### config.mk
export PLATFORM = sky130hd
export DESIGN_NAME = uart_tx_arbiter
export DESIGN_NICKNAME = d
export VERILOG_FILES = /design/src/rtl/uart_tx_arbiter.sv
export SDC_FILE = /design/constraint.sdc
export NUM_CORES = 1
export LEC_CHECK = 0
export CORE_MARGIN = 2
export CORE_UTILIZATION = 45
export DETAILED_ROUTE_END_ITERATION = 16
export PLACE_DENSITY_LB_ADDON = 0.12
export SKIP_CTS_REPAIR_TIMING = 1
export SYNTH_ARGS = -nofsm -noshare
export SYNTH_HDL_FRONTEND = slang
export SYNTH_SLANG_ARGS = --single-unit
### constraint.sdc
create_clock -name clk -period 2.76 [get_ports clk]
set_clock_uncertainty 0.2 [all_clocks]
set_input_delay 0.552 -clock clk [delete_from_list [all_inputs] [get_ports clk]]
set_output_delay 0.552 -clock clk [all_outputs]
set_load 0.01 [all_outputs]
### src/rtl/uart_tx_arbiter.sv
// Round-robin arbiter that shares one UART transmitter among NUM_REQ byte producers.
// Accepts one byte per valid/ready handshake, pulses send, and tracks td_busy until the frame ends.
module uart_tx_arbiter #(
    parameter int unsigned NUM_REQ      = 4,
    parameter int unsigned BUSY_TIMEOUT = 4
) (
    input  logic                 clk,
    input  logic                 reset,
    input  logic [NUM_REQ-1:0]   req_valid,
    input  logic [8*NUM_REQ-1:0] req_data,
    output logic [NUM_REQ-1:0]   req_ready,
    output logic [7:0]           tx_data,
    output logic                 send,
    input  logic                 td_busy,
    output logic [2:0]           grant_id,
    output logic                 arb_busy,
    output logic                 timeout_err
);

    localparam int unsigned IW = $clog2(NUM_REQ);
    localparam int unsigned SW = IW + 1;
    localparam logic [7:0]  TO_LIM = 8'(BUSY_TIMEOUT - 1);

    typedef enum logic [1:0] {
        IDLE,
        SEND,
        WAIT_BUSY,
        WAIT_DONE
    } state_t;

    state_t          state_q, state_d;
    logic [7:0]      tx_data_q, tx_data_d;
    logic            send_q, send_d;
    logic [2:0]      grant_q, grant_d;
    logic [IW-1:0]   rr_q, rr_d;
    logic [7:0]      cnt_q, cnt_d;
    logic            terr_q, terr_d;

    logic [7:0]      req_bytes [NUM_REQ];
    logic            found;
    logic [IW-1:0]   winner;
    logic [SW-1:0]   cand;
    logic            grant_ok;
    logic [7:0]      cnt_inc;

    for (genvar g = 0; g < NUM_REQ; g++) begin : g_unpack
        assign req_bytes[g] = req_data[8*g +: 8];
    end

    // Scan from rr_q upward with wrap; the first valid requester wins.
    always_comb begin
        found  = 1'b0;
        winner = '0;
        cand   = '0;
        for (int unsigned i = 0; i < NUM_REQ; i++) begin
            cand = {1'b0, rr_q} + SW'(i);
            if (cand >= SW'(NUM_REQ)) begin
                cand = cand - SW'(NUM_REQ);
            end
            if (!found && req_valid[cand[IW-1:0]]) begin
                found  = 1'b1;
                winner = cand[IW-1:0];
            end
        end
    end

    assign grant_ok = (state_q == IDLE) && !td_busy && found;
    assign cnt_inc  = (cnt_q == 8'hFF) ? cnt_q : cnt_q + 8'd1;

    always_comb begin
        req_ready = '0;
        if (grant_ok) begin
            req_ready[winner] = 1'b1;
        end
    end

    always_comb begin
        state_d   = state_q;
        tx_data_d = tx_data_q;
        send_d    = 1'b0;
        grant_d   = grant_q;
        rr_d      = rr_q;
        cnt_d     = cnt_q;
        terr_d    = 1'b0;
        case (state_q)
            IDLE: begin
                if (grant_ok) begin
                    tx_data_d = req_bytes[winner];
                    grant_d   = 3'(winner);
                    rr_d      = (winner == IW'(NUM_REQ - 1)) ? '0 : winner + 1'b1;
                    send_d    = 1'b1;
                    state_d   = SEND;
                end
            end
            SEND: begin
                cnt_d   = '0;
                state_d = WAIT_BUSY;
            end
            WAIT_BUSY: begin
                if (td_busy) begin
                    state_d = WAIT_DONE;
                end else begin
                    // Timeout is decided on the edge where the counter reaches
                    // BUSY_TIMEOUT-1, so the error pulse appears in the following cycle.
                    cnt_d = cnt_inc;
                    if (cnt_inc >= TO_LIM) begin
                        terr_d  = 1'b1;
                        state_d = IDLE;
                    end
                end
            end
            WAIT_DONE: begin
                if (!td_busy) begin
                    state_d = IDLE;
                end
            end
            default: state_d = IDLE;
        endcase
    end

    always_ff @(posedge clk or posedge reset) begin
        if (reset) begin
            state_q   <= IDLE;
            tx_data_q <= '0;
            send_q    <= 1'b0;
            grant_q   <= '0;
            rr_q      <= '0;
            cnt_q     <= '0;
            terr_q    <= 1'b0;
        end else begin
            state_q   <= state_d;
            tx_data_q <= tx_data_d;
            send_q    <= send_d;
            grant_q   <= grant_d;
            rr_q      <= rr_d;
            cnt_q     <= cnt_d;
            terr_q    <= terr_d;
        end
    end

    assign tx_data     = tx_data_q;
    assign send        = send_q;
    assign grant_id    = grant_q;
    assign arb_busy    = (state_q != IDLE);
    assign timeout_err = terr_q;

endmodule

==> flow_summary.yaml <==
setup_path:
  crit_path_start_kind: "input pin"
  crit_arrival_ns: 1.89
  path_buf_inv: 3
  cp_top_family: "simple AND/OR/NAND/NOR gates"
  reg2reg_slack_ns: 0.35
  worstPathMaxFanout: 4
  critical_path_required_ns: 2.01
  reg2regPathDepth: 7
  end_kind: "output port"
  r2r_start: "rr_q[0]"
  reg2reg_to: "tx_data[5]"
  cpPeakStageDelay_ns: 0.21
  cp_slowest_cell: "o21ba_1"
  critical_path_depth: 8
  crit_type: "in2out"
  cpMostUsedCell: "dlymetal6s2s_1"
  crit_chain: "dlymetal6s2s_1, and2b_4, o21ba_1, nor3_4, inv_1, ha_1, and2_1, dlymetal6s2s_1"
logic_synthesis:
  synth_warnings: 0
  syn_avg_cell_area_um2: 10.1
  yosys.area.top_type: "dfrtp_1"
  ys_top_cells_by_area: "dfrtp_1, mux2_4, mux2_2, a221o_1, and2_1"
  syn_area_um2: 1680
  synth_fp_nets: 210
  ys.flop_type: "dfrtp_1"
  synth_top_area_share_pct: 35.7
  synthCells: 166
  synth_most_common_cell: "dfrtp_1"
  synth_cell_types: 52
  synth_common_cells: "dfrtp_1, nand2_1, and2_1, inv_1, nor2_1"
  ys_ff_latch: 24
  async_flop_share_pct: 100
  synth_edf_count: 0
  synth.yosys.seq_area_share_pct: 35.7
place:
  dp_slack_ns: -0.582
  hpwl_um: 3260
  post_dp_cell_area_um2: 2330
  numPortBuffers: 55
  gp_congestion: 0.818
pwr:
  max-vdd-ir-drop_mv: 0.397
  p_leak_nw: 1.12
  p_per_area_nw_per_um2: 750
route:
  wirelength_um: 4330
  initialDrtViolationCount: 46
  drc: 0
  vias: 1525
  dr.pass1.iters: 4
  viasPerCell: 5.53
  wire_per_inst_um: 15.7
  antenna_left: 0
cts:
  cts.clk_slew.worst_paths_ns: 0.08
  insertion_delay_ns: 0.27
  cts-root-buf: "clkbuf_8"
  clk_path_buf_depth: 2
  cts_buffers: 3
  clock_sinks: 24
  cts_tree: "done"
  htree_levels: 1
sta:
  slew_violations: 0
  tightestPinTransition_ns: 0.847
  setup-violations-final: 0
  rsz0062_at_grt: "no"
  max_slew_margin_pct: 43.1
  setup_ws_ns: 0.114
  layout_min_cycle_time_ns: 2.65
  period_share_pct: 95.9
  hold_viol_final: 0
  fmax_mhz: 378
layout:
  syn_to_final_growth_pct: 42.8
  final_area_um2: 2400
  fin_nets: 274
  utilization_pct: 66.1
  n_antenna_cell: 0
  layout-drive-gt1-share_pct: 20.6
flow_run:
  cap_violations: 0
outcome:
  outcome: "complete, no violations"
global_routing:
  antenna_found_initial: 0
  first_global_vias: 1502
  grt_usage_pct: 21.0
  grt_max_degree: 25
  grt_pass1_wl_um: 6910
  grt_overflow_total: 0
die:
  core_area_um2: 3630
  ios: 57
  rows: 22
  initial_core_util_pct: 46.3
  fp.dieW_um: 65.2
  die_h_um: 65.2
  die-area_um2: 4250
hold_path:
  min_to: "grant_id[0]"
  hold_path_class: "reg2reg"
  hold_path.startpoint: "grant_id[0]"
  whs_path_depth: 2
-- through the flow --
stage | hold WS, ns | TNS (ns) | cells | power, mW
2_1_floorplan | 0.262 | 0 | 166 | 1.20
3_3_place_gp | 0.262 | -3.95 | 273 | 1.55
3_5_place_dp | 0.271 | -5.09 | 273 | 1.59
4_1_cts | 0.291 | -2.77 | 276 | 1.81
5_1_grt | 0.315 | 0 | 276 | 1.94
6_report | 0.286 | 0 | 276 | 1.80
-- state kept, by name (all words and copies together), names as in the netlist --
| signal | cells |
|---|---|
| rr_q | 2 |
| cnt_q | 8 |
| grant_id | 2 |
| tx_data | 8 |
| send | 1 |
| state_q | 2 |
| timeout_err | 1 |
-- worst min-delay path: cells and delay by family (launching register included) --
kind	cells	cell delay, ns
simple gates	1	0.04
compound gates	1	0.06
flops	1	0.35
-- layer usage --
layer	routed length, µm	track usage (%)
met1	1810	26.8
met2	2200	36.2
met3	248	2.57
met4	72	8.59
met5	0	0
-- worst max path at each step --
stage,start,endpoint,slack (ns)
after detailed placement,req_valid[1],req_ready[3],-0.58
final,req_valid[0],req_ready[1],0.11
after floorplan,req_valid[0],req_ready[3],0.32
after CTS,req_valid[1],req_ready[3],-0.58
after global placement,req_valid[1],req_ready[3],-0.50
after global routing,req_valid[0],req_ready[1],0.02
-- cell type report --
| type | count | area [µm²] |
|---|---|---|
| tap | 48 | 60.1 |
| timing repair buffer | 68 | 661 |
| clock buffer | 3 | 41.3 |
| fill | 301 | 1230 |
| multi-input combinational | 122 | 996 |
| inverter | 11 | 43.8 |
| sequential | 24 | 601 |
-- cells by family (layout without fill, tap and decap cells) --
logic type                 after synthesis  count (layout)  share of synthesized area (%)
AOI/OAI and AO/OA                       40              40                           20.9
xor gates and xnor gates                 1               1                          0.521
adders and majority gates                5               5                           3.72
buffers and inverters                   20              82                           6.17
DFF                                     24              24                           35.7
muxes                                   18              18                           13.7
other                                    1               1                          0.223
and+or+nand+nor                         57              57                           19.1
-- cells in the final DEF, fill, tap and decap left out, drive strengths merged, types with 4 or more instances in the layout --
master,count
a21oi,5
a221o,8
and2,12
buf,13
clkbuf,4
clkdlybuf4s50,47
dfrtp,24
dlymetal6s2s,7
ha,5
inv,11
mux2,16
nand2,13
nand3,4
nor2,11
nor3,5
o31ai,5
-- power breakdown --
part	internal, mW	total (mW)	switching (mW)	leakage [nW]
logic	0.565	1.01	0.447	0.787
registers	0.470	0.578	0.108	0.311
clock network	0.0979	0.212	0.114	0.0216
total	1.13	1.80	0.670	1.12
No activity file was read; power rests on OpenSTA's default activity.
